`config.mk`:
```
export PLATFORM = sky130hd
export DESIGN_NAME = cache_arbiter
export DESIGN_NICKNAME = d
export VERILOG_FILES = /design/src/rtl/cache_arbiter.sv
export SDC_FILE = /design/constraint.sdc
export NUM_CORES = 1
export LEC_CHECK = 0
export ABC_AREA = 1
export BUFFER_PORTS_ARGS = -buffer_cell sky130_fd_sc_hd__buf_2
export CELL_PAD_IN_SITES_DETAIL_PLACEMENT = 2
export CELL_PAD_IN_SITES_GLOBAL_PLACEMENT = 2
export CORE_MARGIN = 5
export CORE_UTILIZATION = 21
export DETAILED_ROUTE_END_ITERATION = 10
export PLACE_DENSITY = 0.89
export REMOVE_ABC_BUFFERS = 1
export SLEW_MARGIN = 20
export SYNTH_ARGS = -nofsm -noshare
export SYNTH_HDL_FRONTEND = slang
export SYNTH_SLANG_ARGS = --single-unit
```
`constraint.sdc`:
```
create_clock -name CLK -period 1.7 [get_ports CLK]
set_clock_uncertainty 0.1 [all_clocks]
set_input_delay 0.085 -clock CLK [delete_from_list [all_inputs] [get_ports CLK]]
set_output_delay 0.085 -clock CLK [all_outputs]
set_load 0.05 [all_outputs]
```
`src/rtl/cache_arbiter.sv`:
```
// cache_arbiter: arbitrates one single-ported RAM between an icache (fetch)
// and a dcache (load/store) requester. The dcache has priority, except that
// the icache is granted after STARVE_LIMIT consecutive dcache grants while
// it was waiting.
//
// Ports:
//   CLK, nRST              clock (rising edge), async active-low reset
//   iREN, iaddr            icache fetch request and word address
//   iwait, iload           icache wait (low in completion cycle) and data
//   dREN, dWEN             dcache load / store request (both high = store)
//   daddr, dstore          dcache address and store data
//   dwait, dload           dcache wait (low in completion cycle) and data
//   ramREN, ramWEN         RAM read / write strobes (registered)
//   ramaddr, ramstore      RAM address / store data, latched at grant
//   ramload, ramstate      RAM read data and status (FREE/BUSY/ACCESS/ERROR)
module cache_arbiter #(
  parameter int unsigned STARVE_LIMIT = 4
) (
  input  logic        CLK,
  input  logic        nRST,
  input  logic        iREN,
  input  logic [31:0] iaddr,
  output logic        iwait,
  output logic [31:0] iload,
  input  logic        dREN,
  input  logic        dWEN,
  input  logic [31:0] daddr,
  input  logic [31:0] dstore,
  output logic        dwait,
  output logic [31:0] dload,
  output logic        ramREN,
  output logic        ramWEN,
  output logic [31:0] ramaddr,
  output logic [31:0] ramstore,
  input  logic [31:0] ramload,
  input  logic [1:0]  ramstate
);

  localparam int unsigned CNT_W = 3;
  localparam logic [1:0] RAM_ACCESS = 2'd2;
  localparam logic [1:0] RAM_ERROR  = 2'd3;

  typedef enum logic [1:0] {IDLE, IFETCH, DLOAD, DSTORE} state_t;

  state_t           state;
  logic [CNT_W-1:0] starve_cnt;
  logic             at_limit;
  logic             starved;
  logic             ram_done;
  logic [CNT_W-1:0] cnt_next_d;

  assign at_limit = (starve_cnt == CNT_W'(STARVE_LIMIT));
  assign starved  = iREN && at_limit;
  // ACCESS completes the transfer; ERROR ends it without completion (retry).
  assign ram_done = (ramstate == RAM_ACCESS) || (ramstate == RAM_ERROR);

  // Counter value for a dcache grant: count only while the icache is waiting.
  assign cnt_next_d = !iREN ? '0 : (at_limit ? starve_cnt : starve_cnt + CNT_W'(1));

  // Arbitration FSM with registered RAM controls.
  always_ff @(posedge CLK or negedge nRST) begin
    if (!nRST) begin
      state      <= IDLE;
      ramREN     <= 1'b0;
      ramWEN     <= 1'b0;
      ramaddr    <= '0;
      ramstore   <= '0;
      starve_cnt <= '0;
    end else begin
      case (state)
        IDLE: begin
          if (starved) begin
            state      <= IFETCH;
            ramREN     <= 1'b1;
            ramaddr    <= iaddr;
            starve_cnt <= '0;
          end else if (dWEN) begin
            state      <= DSTORE;
            ramWEN     <= 1'b1;
            ramaddr    <= daddr;
            ramstore   <= dstore;
            starve_cnt <= cnt_next_d;
          end else if (dREN) begin
            state      <= DLOAD;
            ramREN     <= 1'b1;
            ramaddr    <= daddr;
            starve_cnt <= cnt_next_d;
          end else if (iREN) begin
            state      <= IFETCH;
            ramREN     <= 1'b1;
            ramaddr    <= iaddr;
            starve_cnt <= '0;
          end
        end
        default: begin
          if (ram_done) begin
            state  <= IDLE;
            ramREN <= 1'b0;
            ramWEN <= 1'b0;
          end
        end
      endcase
    end
  end

  // Waits drop combinationally in the ACCESS cycle for the owner only.
  assign iwait = !((state == IFETCH) && (ramstate == RAM_ACCESS));
  assign dwait = !(((state == DLOAD) || (state == DSTORE)) && (ramstate == RAM_ACCESS));

  assign iload = ramload;
  assign dload = ramload;

endmodule

```
== After elaboration in Yosys (flattened, before gate mapping) ==
Cells that the tools add are included.
Word-level totals
  bits in registers: 71
  bits of input ports: 135
  output and inout port bits: 132
Operators by class
  add/sub/neg operators: 1
  equality and inequality tests: 11
  mux-type cells: 25
  bitwise gates (word level): 1
  reduce and logical (&&, ||, !) cells: 15
Operator list (number)
  $mux W32: 4
  $mux W3: 6
  $mux W2: 6
  $mux W1: 9
  $reduce_and A3 Y1: 3
  $eq A2 B2 Y1 const B: 4
  $ne A5 B5 Y1 const B: 1
  $ne A2 B2 Y1 const B: 2
  $ne A4 B4 Y1 const B: 1
  $reduce_and A2 Y1: 2
  $reduce_bool A4 Y1: 1
  $add A3 B1 Y3 const B: 1
  $eq A3 B3 Y1 const B: 1
  $logic_and A1 B1 Y1: 3
  $ne A3 B3 Y1 const B: 1
  $eq A2 B1 Y1 const B: 1
  $logic_not A1 Y1: 2
  $logic_not A2 Y1: 1
  $logic_or A1 B1 Y1: 2
  $reduce_bool A2 Y1: 1
  $not A1 Y1: 1

== Longest topological paths before layout ==
Gate-level depths: netlist of run 1.
  depth in word-level cells: 6
  mapped depth: 8
  depth with buffers taken out: 7

== Worst setup path before layout of run 1 ==
OpenSTA, ideal clock, no wires.
  kind: register -> register
  start point: register starve_cnt[0]
  end point: register ramstore[0]
  setup time: 0.118 ns
  arrival: 1.184 ns
  required time: 1.482 ns
  setup slack: 0.298 ns
  cell stages (with the launch flop): 9
  period minus slack after synthesis: 1.402 ns
  cells stage by stage: dfrtp_1 inv_1 ha_1 nand3_2 nand3_2 inv_2 buf_4 nand2_1 nand2_1
Between the ends
  cells in the longest elaborated chain, start to end: 4
RTL lines
  start, declared: RTL line 46  | logic [CNT_W-1:0] starve_cnt;
  start signal, assigned: RTL line 82  | starve_cnt <= cnt_next_d;
  start signal, assigned: RTL line 87  | starve_cnt <= cnt_next_d;
  $eq A3 B3 Y1: RTL line 52  | assign at_limit = (starve_cnt == CNT_W'(STARVE_LIMIT));
  $logic_and A1 B1 Y1: RTL line 53  | assign starved = iREN && at_limit;
  $not A1 Y1 (no line)
  $reduce_and A3 Y1 (no line)
  end signal, assigned: RTL line 81  | ramstore <= dstore;
  end, declared: RTL line 34  | output logic [31:0] ramstore,
Every way passes these cells.
A chain may end at the register's enable or synchronous reset.

== Worst setup path in the final report of run 1 ==
  start point: register starve_cnt[0]
  end point: register ramaddr[28]
Between the ends
  cells in the longest elaborated chain, start to end: 4
RTL lines
  $eq A3 B3 Y1 *: RTL line 52
  $logic_and A1 B1 Y1 *: RTL line 53
  $reduce_bool A4 Y1 (no line)
  $reduce_and A2 Y1 (no line)
  end signal, assigned: RTL line 75  | ramaddr <= iaddr;
  end signal, assigned: RTL line 80  | ramaddr <= daddr;
  end signal, assigned: RTL line 86  | ramaddr <= daddr;
  end, declared: RTL line 33  | output logic [31:0] ramaddr,
Every way passes the cells marked *; elsewhere a longest branch is shown, timed or not.

==> impl_metrics.env, run 1 <==
export IMPL_drc=0
export IMPL_num_rows=49
export IMPL_drt_met1_wl_mm=7.78
export IMPL_fin_crit_sh=0.953
export IMPL_grt_start_max_net_pins=35
export IMPL_gp_congestion=0.742
export IMPL_top_layer="met5"
export IMPL_tightest_slew_ns=0.391
export IMPL_synth_distinct_cells=22
export IMPL_wl_met2_mm=8.82
export IMPL_fin_crit_ns=1.62
export IMPL_io_buffer_count=170
export IMPL_grt_pass1_vias=4840
export IMPL_vias=4020
export IMPL_min_path_cells=5
export IMPL_ctsRootBufferMaster="clkbuf_16"
export IMPL_first_pass_iters=4
export IMPL_yosysWarnings=0
export IMPL_cp_end_kind="flop"
export IMPL_reg2reg_slack_ns=0.08
export IMPL_die_area_sq_um=21300
export IMPL_post_route_util=0.325
export IMPL_fin_ws_ns=0.0794
export IMPL_min_path_type="in -> reg"
export IMPL_setup_tns_ns=0
export IMPL_report_final_slew_viol_count=0
export IMPL_post_dp_cell_area_sq_um=4500
export IMPL_numCtsBuffers=9
export IMPL_antenna_found_initial=1
export IMPL_grt_total_usage=0.178
export IMPL_place_ws_ns=-0.0504
export IMPL_path_cells="inv_1 > ha_4 > nand3_4 > nand2_8 > buf_12 > nand2_1 > nand2_1 > o21ai_2"
export IMPL_synth_area_top_cells="dfrtp_1 (46%), nand2_1 (20%), buf_4 (14%)"
export IMPL_holdPathEnd="ramaddr[8]$_DFFE_PN0P_"
export IMPL_fill_cells=2035
export IMPL_path_common_cell="nand2_1"
export IMPL_p_per_area_nw_per_um2=1980
export IMPL_cts_buffer_depth=2
export IMPL_io_pins=267
export IMPL_hpwl_mm=12.0
export IMPL_core_area_sq_um=18100
export IMPL_synth_avg_cell_area_sq_um=7.92
export IMPL_setup_viol_count_final=0
export IMPL_required_ns=1.82
export IMPL_leakage_nw=3.16
export IMPL_postSynthCellCount=490
export IMPL_cts_tree="yes"
export IMPL_worstReg2RegStart="starve_cnt[0]$_DFFE_PN0P_"
export IMPL_hp_start="iaddr[8]"
export IMPL_overflow=0
export IMPL_synth_top_area_frac=0.458
export IMPL_cts_htree_levels=3
export IMPL_ant_nets=0
export IMPL_fin_area_sq_um=5890
export IMPL_wl_met3_mm=2.27
export IMPL_synth_seq_cells=71
export IMPL_yosysSeqAreaShare=0.458
export IMPL_area_growth_pct=51.7
export IMPL_layout_common_cells="nand2_1 (207), buf_2 (170), dlygate4sd3_1 (98), dfrtp_1 (71), inv_1 (41)"
export IMPL_synth_area_leader_cell="dfrtp_1"
export IMPL_r2r_end="ramaddr[28]$_DFFE_PN0P_"
export IMPL_worst_path_buf_inv=2
export IMPL_post_drt_via_cell_ratio=4.31
export IMPL_cp_arrival_ns=1.74
export IMPL_totalWireLength_mm=19.1
export IMPL_clk_latency_ns=0.33
export IMPL_cts_sinks=71
export IMPL_max_slew_margin=0.739
export IMPL_syn_area_sq_um=3880
export IMPL_clk_pin_slew_ns=0.06
export IMPL_drive_above_1_share=0.324
export IMPL_avgRoutedWirePerCell_um=20.5
export IMPL_final_nets=835
export IMPL_die_y_um=146
export IMPL_drt_iter0_drc=108
export IMPL_start_util=0.214
export IMPL_rr_worst_depth=8
export IMPL_crit_fanout=22
export IMPL_cap_violations=0
export IMPL_max_freq_ghz=0.617
export IMPL_cpPeakStageDelay_ns=0.40
export IMPL_grt_pass1_wl_mm=29.3
export IMPL_hold_viol_final=0
export IMPL_multi_input_area_sq_um=1340
export IMPL_seqCellArea_sq_um=1780
export IMPL_startpoint_type="flop"
export IMPL_vdd_ir_drop_worst_mv=0.751
export IMPL_cp_top_family="simple AND/OR/NAND/NOR gates"
export IMPL_die_w_um=146
export IMPL_cp_slowest_cell="dfrtp_1"
export IMPL_final_common_cell="nand2_1"
export IMPL_status="completed"
export IMPL_critPathKind="reg -> reg"
-- cells in the mapped netlist --
cell,n
nand2_4,2
clkbuf_8,2
ha_1,2
and3_1,1
nor2_1,37
buf_2,4
buf_4,72
inv_1,41
nand3_2,2
dfrtp_1,71
nand4_1,1
nor2_4,1
o21ai_1,8
buf_6,4
inv_2,2
o22ai_1,1
o21ai_2,24
nand3_1,5
xor2_1,1
nand2_1,207
o21ai_0,1
a21oi_1,1
-- worst register-to-register path, stage by stage (launching register included) --
cell and delay [ns]:
dfrtp_1 0.40, inv_1 0.14, ha_4 0.17, nand3_4 0.13, nand2_8 0.16, buf_12 0.17, nand2_1 0.08, nand2_1 0.10
o21ai_2 0.06
-- cells by family (layout without fill, tap and decap cells) --
group           after synthesis  in the layout  share of synthesized area
xor+xnor                      1              1                    0.00226
simple gates                256            256                      0.260
flops                        71             71                      0.458
fa+ha+maj                     2              2                    0.00645
buf+inv                     125            338                      0.205
compound gates               35             35                     0.0687
other cells                   0              1                          0
-- per-layer routing --
metal	up-vias	global-route usage
li1	1824	-
met1	1967	0.202
met2	211	0.288
met3	16	0.100
met4	2	0.0399
met5	-	0.0386
-- sequential cells by signal (all words and copies together), names as in the netlist --
name,cells
ramREN,1
ramWEN,1
ramaddr,32
ramstore,32
starve_cnt,3
state,2
-- cell type report --
type / instances / share of cell area
inverters: 43 / 0.0287
multi-input cells: 294 / 0.227
well taps: 229 / 0.0487
diodes: 1 / 0.000425
clock inverters: 6 / 0.0185
repair buffers: 279 / 0.336
flip-flops and latches: 71 / 0.302
clock buffers: 10 / 0.0389
-- through the flow --
stage                     power, mW  cells  hold WS [ns]
after floorplan                7.27    408        -0.311
after global placement         8.92    816       -0.0752
after detailed placement       9.16    816       -0.0638
after CTS                      11.6    930       0.00557
after global routing           12.3    932        0.0468
final                          11.6    933        0.0218
-- timing repair --
item | 4_1_cts | 5_1_grt
resized for setup | 2 | 9
setup buffers | 0 | 2
pin swaps | 0 | 2
hold buffers | 98 | 0
endpoints found under the hold margin | 137 | 0
setup endpoints to repair | 34 | 46
-- power breakdown --
| group | internal (mW) | switching [mW] |
|---|---|---|
| clock | 1.43 | 0.748 |
| combinational | 1.58 | 4.85 |
| sequential | 2.51 | 0.512 |
| total | 5.52 | 6.11 |
-- worst max-delay path by stage --
stage,startpoint,end,cells past startpoint,slack [ns]
after floorplan,starve_cnt[0]$_DFFE_PN0P_,ramWEN$_DFFE_PN0P_,7,-0.18
after global placement,starve_cnt[0]$_DFFE_PN0P_,ramstore[12]$_DFFE_PN0P_,7,0.06
after detailed placement,starve_cnt[0]$_DFFE_PN0P_,ramstore[12]$_DFFE_PN0P_,7,-0.05
after CTS,starve_cnt[0]$_DFFE_PN0P_,ramaddr[27]$_DFFE_PN0P_,8,0.003
after global routing,starve_cnt[0]$_DFFE_PN0P_,ramaddr[28]$_DFFE_PN0P_,8,-0.02
final,starve_cnt[0]$_DFFE_PN0P_,ramaddr[28]$_DFFE_PN0P_,8,0.08
No activity file was read; power rests on OpenSTA's default activity.
==> run 2, diff against run 1 <==
Settings changed: SETUP_SLACK_MARGIN set to 0.5, SLEW_MARGIN 20 to not set.
==> run 2 against run 1 <==
  * Non-clock buffer count increased by 23
  * Fmax increased by 0.46%
  * Routed wire length increased by 9.9%
  * Worst hold slack got worse by 0.017 ns
  * Combinational power increased by 18%
  * Global-route usage increased by 1.2 points
  * Flip-flop and latch count unchanged
  * Register-to-register slack about the same
  * Critical path depth unchanged
  * Power increased by 11%
  * Clock power about the same
  * First-iteration DRC count decreased by 2.8%
==> impl_metrics.env, run 2 (synthesized netlist as in run 1, its figures left out) <==
export IMPL_p_sw_mw=6.58
export IMPL_diodes=0
export IMPL_clk_pin_slew_ns=0.06
export IMPL_layout_common_cells="nand2_1 (154), buf_2 (143), dlygate4sd3_1 (96), dfrtp_1 (70), inv_1 (38)"
export IMPL_max_freq_ghz=0.620
export IMPL_vdd_ir_drop_worst_mv=0.820
export IMPL_cts_buffer_depth=2
export IMPL_required_ns=1.82
export IMPL_avgRoutedWirePerCell_um=22.0
export IMPL_drt_iter0_drc=105
export IMPL_ctsRootBufferMaster="clkbuf_16"
export IMPL_grtUsageMet1=0.213
export IMPL_first_pass_iters=4
export IMPL_grt_pass1_wl_mm=31.0
export IMPL_cts_sinks=71
export IMPL_drc=0
export IMPL_post_route_util=0.369
export IMPL_combPwrFrac=0.591
export IMPL_p_per_area_nw_per_um2=1930
export IMPL_critPathKind="reg -> reg"
export IMPL_holdPathEnd="ramaddr[7]$_DFFE_PN0P_"
export IMPL_reg2reg_slack_ns=0.09
export IMPL_tightest_slew_ns=0.370
export IMPL_die_y_um=146
export IMPL_grtUsageMet2=0.315
export IMPL_cap_violations=0
export IMPL_fin_ws_ns=0.0869
export IMPL_grt_start_max_net_pins=35
export IMPL_start_util=0.214
export IMPL_cts_tree="yes"
export IMPL_io_pins=267
export IMPL_antenna_found_initial=2
export IMPL_post_drt_via_cell_ratio=4.42
export IMPL_cp_slowest_cell="dfrtp_1"
export IMPL_gp_congestion=0.742
export IMPL_place_ws_ns=-0.0504
export IMPL_worstReg2RegStart="starve_cnt[0]$_DFFE_PN0P_"
export IMPL_p_int_mw=6.27
export IMPL_cp_top_family="buffers and inverters"
export IMPL_power_frac_seq=0.238
export IMPL_grt_pass1_vias=4981
export IMPL_final_nets=858
export IMPL_cts_htree_levels=3
export IMPL_setup_viol_count_final=0
export IMPL_grt_busiest_layer="met2"
export IMPL_hold_viol_final=0
export IMPL_min_path_type="in -> reg"
export IMPL_final_common_cell="nand2_1"
export IMPL_fin_crit_ns=1.61
export IMPL_numCtsBuffers=9
export IMPL_crit_fanout=5
export IMPL_status="completed"
export IMPL_totalWireLength_mm=21.0
export IMPL_leakage_nw=3.54
export IMPL_fin_area_sq_um=6670
export IMPL_die_area_sq_um=21300
export IMPL_post_dp_cell_area_sq_um=4500
export IMPL_core_area_sq_um=18100
export IMPL_drive_above_1_share=0.452
export IMPL_grt_total_usage=0.189
export IMPL_finalPower_mw=12.8
export IMPL_rr_worst_depth=8
export IMPL_ant_nets=0
export IMPL_fill_cells=1952
export IMPL_fin_crit_sh=0.949
export IMPL_area_growth_pct=71.9
export IMPL_startpoint_type="flop"
export IMPL_path_cells="inv_2 > ha_4 > nand3_4 > nand2_8 > buf_12 > clkbuf_16 > nor2_1 > o21ai_2"
export IMPL_min_path_cells=5
export IMPL_clk_latency_ns=0.34
export IMPL_max_slew_margin=0.753
export IMPL_hpwl_mm=12.0
export IMPL_io_buffer_count=170
export IMPL_num_rows=49
export IMPL_report_final_slew_viol_count=0
export IMPL_clkPwrFrac=0.171
export IMPL_vias=4224
export IMPL_worst_path_buf_inv=3
export IMPL_met3_usage=0.0959
export IMPL_p_sw_frac=0.512
export IMPL_die_w_um=146
export IMPL_cpPeakStageDelay_ns=0.38
export IMPL_top_regs="ramaddr: 32 flops, ramstore: 32 flops, starve_cnt: 3 flops"
export IMPL_r2r_end="ramaddr[27]$_DFFE_PN0P_"
export IMPL_cp_end_kind="flop"
export IMPL_rsz0062_at_grt="true"
export IMPL_cp_arrival_ns=1.73
export IMPL_overflow=0
export IMPL_hp_start="iaddr[7]"
run 2: final cells by class:
class                      instances  area, sq um  share of cell area
tap                              229          287              0.0430
clock buffer                      10          229              0.0343
sequential                        71         1780               0.267
timing repair buffer             302         2440               0.366
inverter                          43          179              0.0268
clock inverter                     6          109              0.0163
multi-input combinational        294         1650               0.247
run 2: how the worst max path moves through the flow:
stage | startpoint | to | cells past startpoint
after detailed placement | starve_cnt[0]$_DFFE_PN0P_ | ramstore[12]$_DFFE_PN0P_ | 7
after global placement | starve_cnt[0]$_DFFE_PN0P_ | ramstore[12]$_DFFE_PN0P_ | 7
after CTS | starve_cnt[1]$_DFFE_PN0P_ | ramaddr[27]$_DFFE_PN0P_ | 9
after global routing | starve_cnt[0]$_DFFE_PN0P_ | ramaddr[27]$_DFFE_PN0P_ | 8
after floorplan | starve_cnt[0]$_DFFE_PN0P_ | ramWEN$_DFFE_PN0P_ | 7
final | starve_cnt[0]$_DFFE_PN0P_ | ramaddr[27]$_DFFE_PN0P_ | 8
run 2: worst reg2reg max path, stage by stage (launching register included):
cell and delay [ns]:
dfrtp_1 0.38, inv_2 0.07, ha_4 0.17, nand3_4 0.12
nand2_8 0.08, buf_12 0.16, clkbuf_16 0.17, nor2_1 0.17
o21ai_2 0.09
run 2: power by group through the flow:
stage	Combinational (mW)	Sequential, mW	Clock (mW)
floorplan	1.69	5.58	0
global placement	5.95	2.97	0
detailed placement	6.14	3.02	0
CTS	6.99	3.01	2.26
global route	8.04	3.15	2.34
finish	7.60	3.05	2.20
run 2: per-stage QoR:
stage,TNS (ns),instances,hold WS [ns]
2_1_floorplan,-5.44,408,-0.311
3_3_place_gp,0,816,-0.0752
3_5_place_dp,-0.518,816,-0.0638
4_1_cts,0,948,0.000589
5_1_grt,0,955,0.0281
6_report,0,955,0.00480
run 2: what timing repair did:
action                                  in CTS  in global routing
hold buffers                                96                  0
cloned                                       5                  1
endpoints found under the setup margin      75                 95
pin swaps                                    5                  8
setup buffers                               15                  6
hold endpoints to repair                   137                  0
resized for setup                           62                 99
run 2: routing by layer:
layer	wire length, um	up-vias	share of wire
met5	91	-	0.0043
met2	10200	232	0.49
met1	8050	2076	0.38
met3	2210	34	0.11
met4	410	8	0.020
li1	-	1874	-
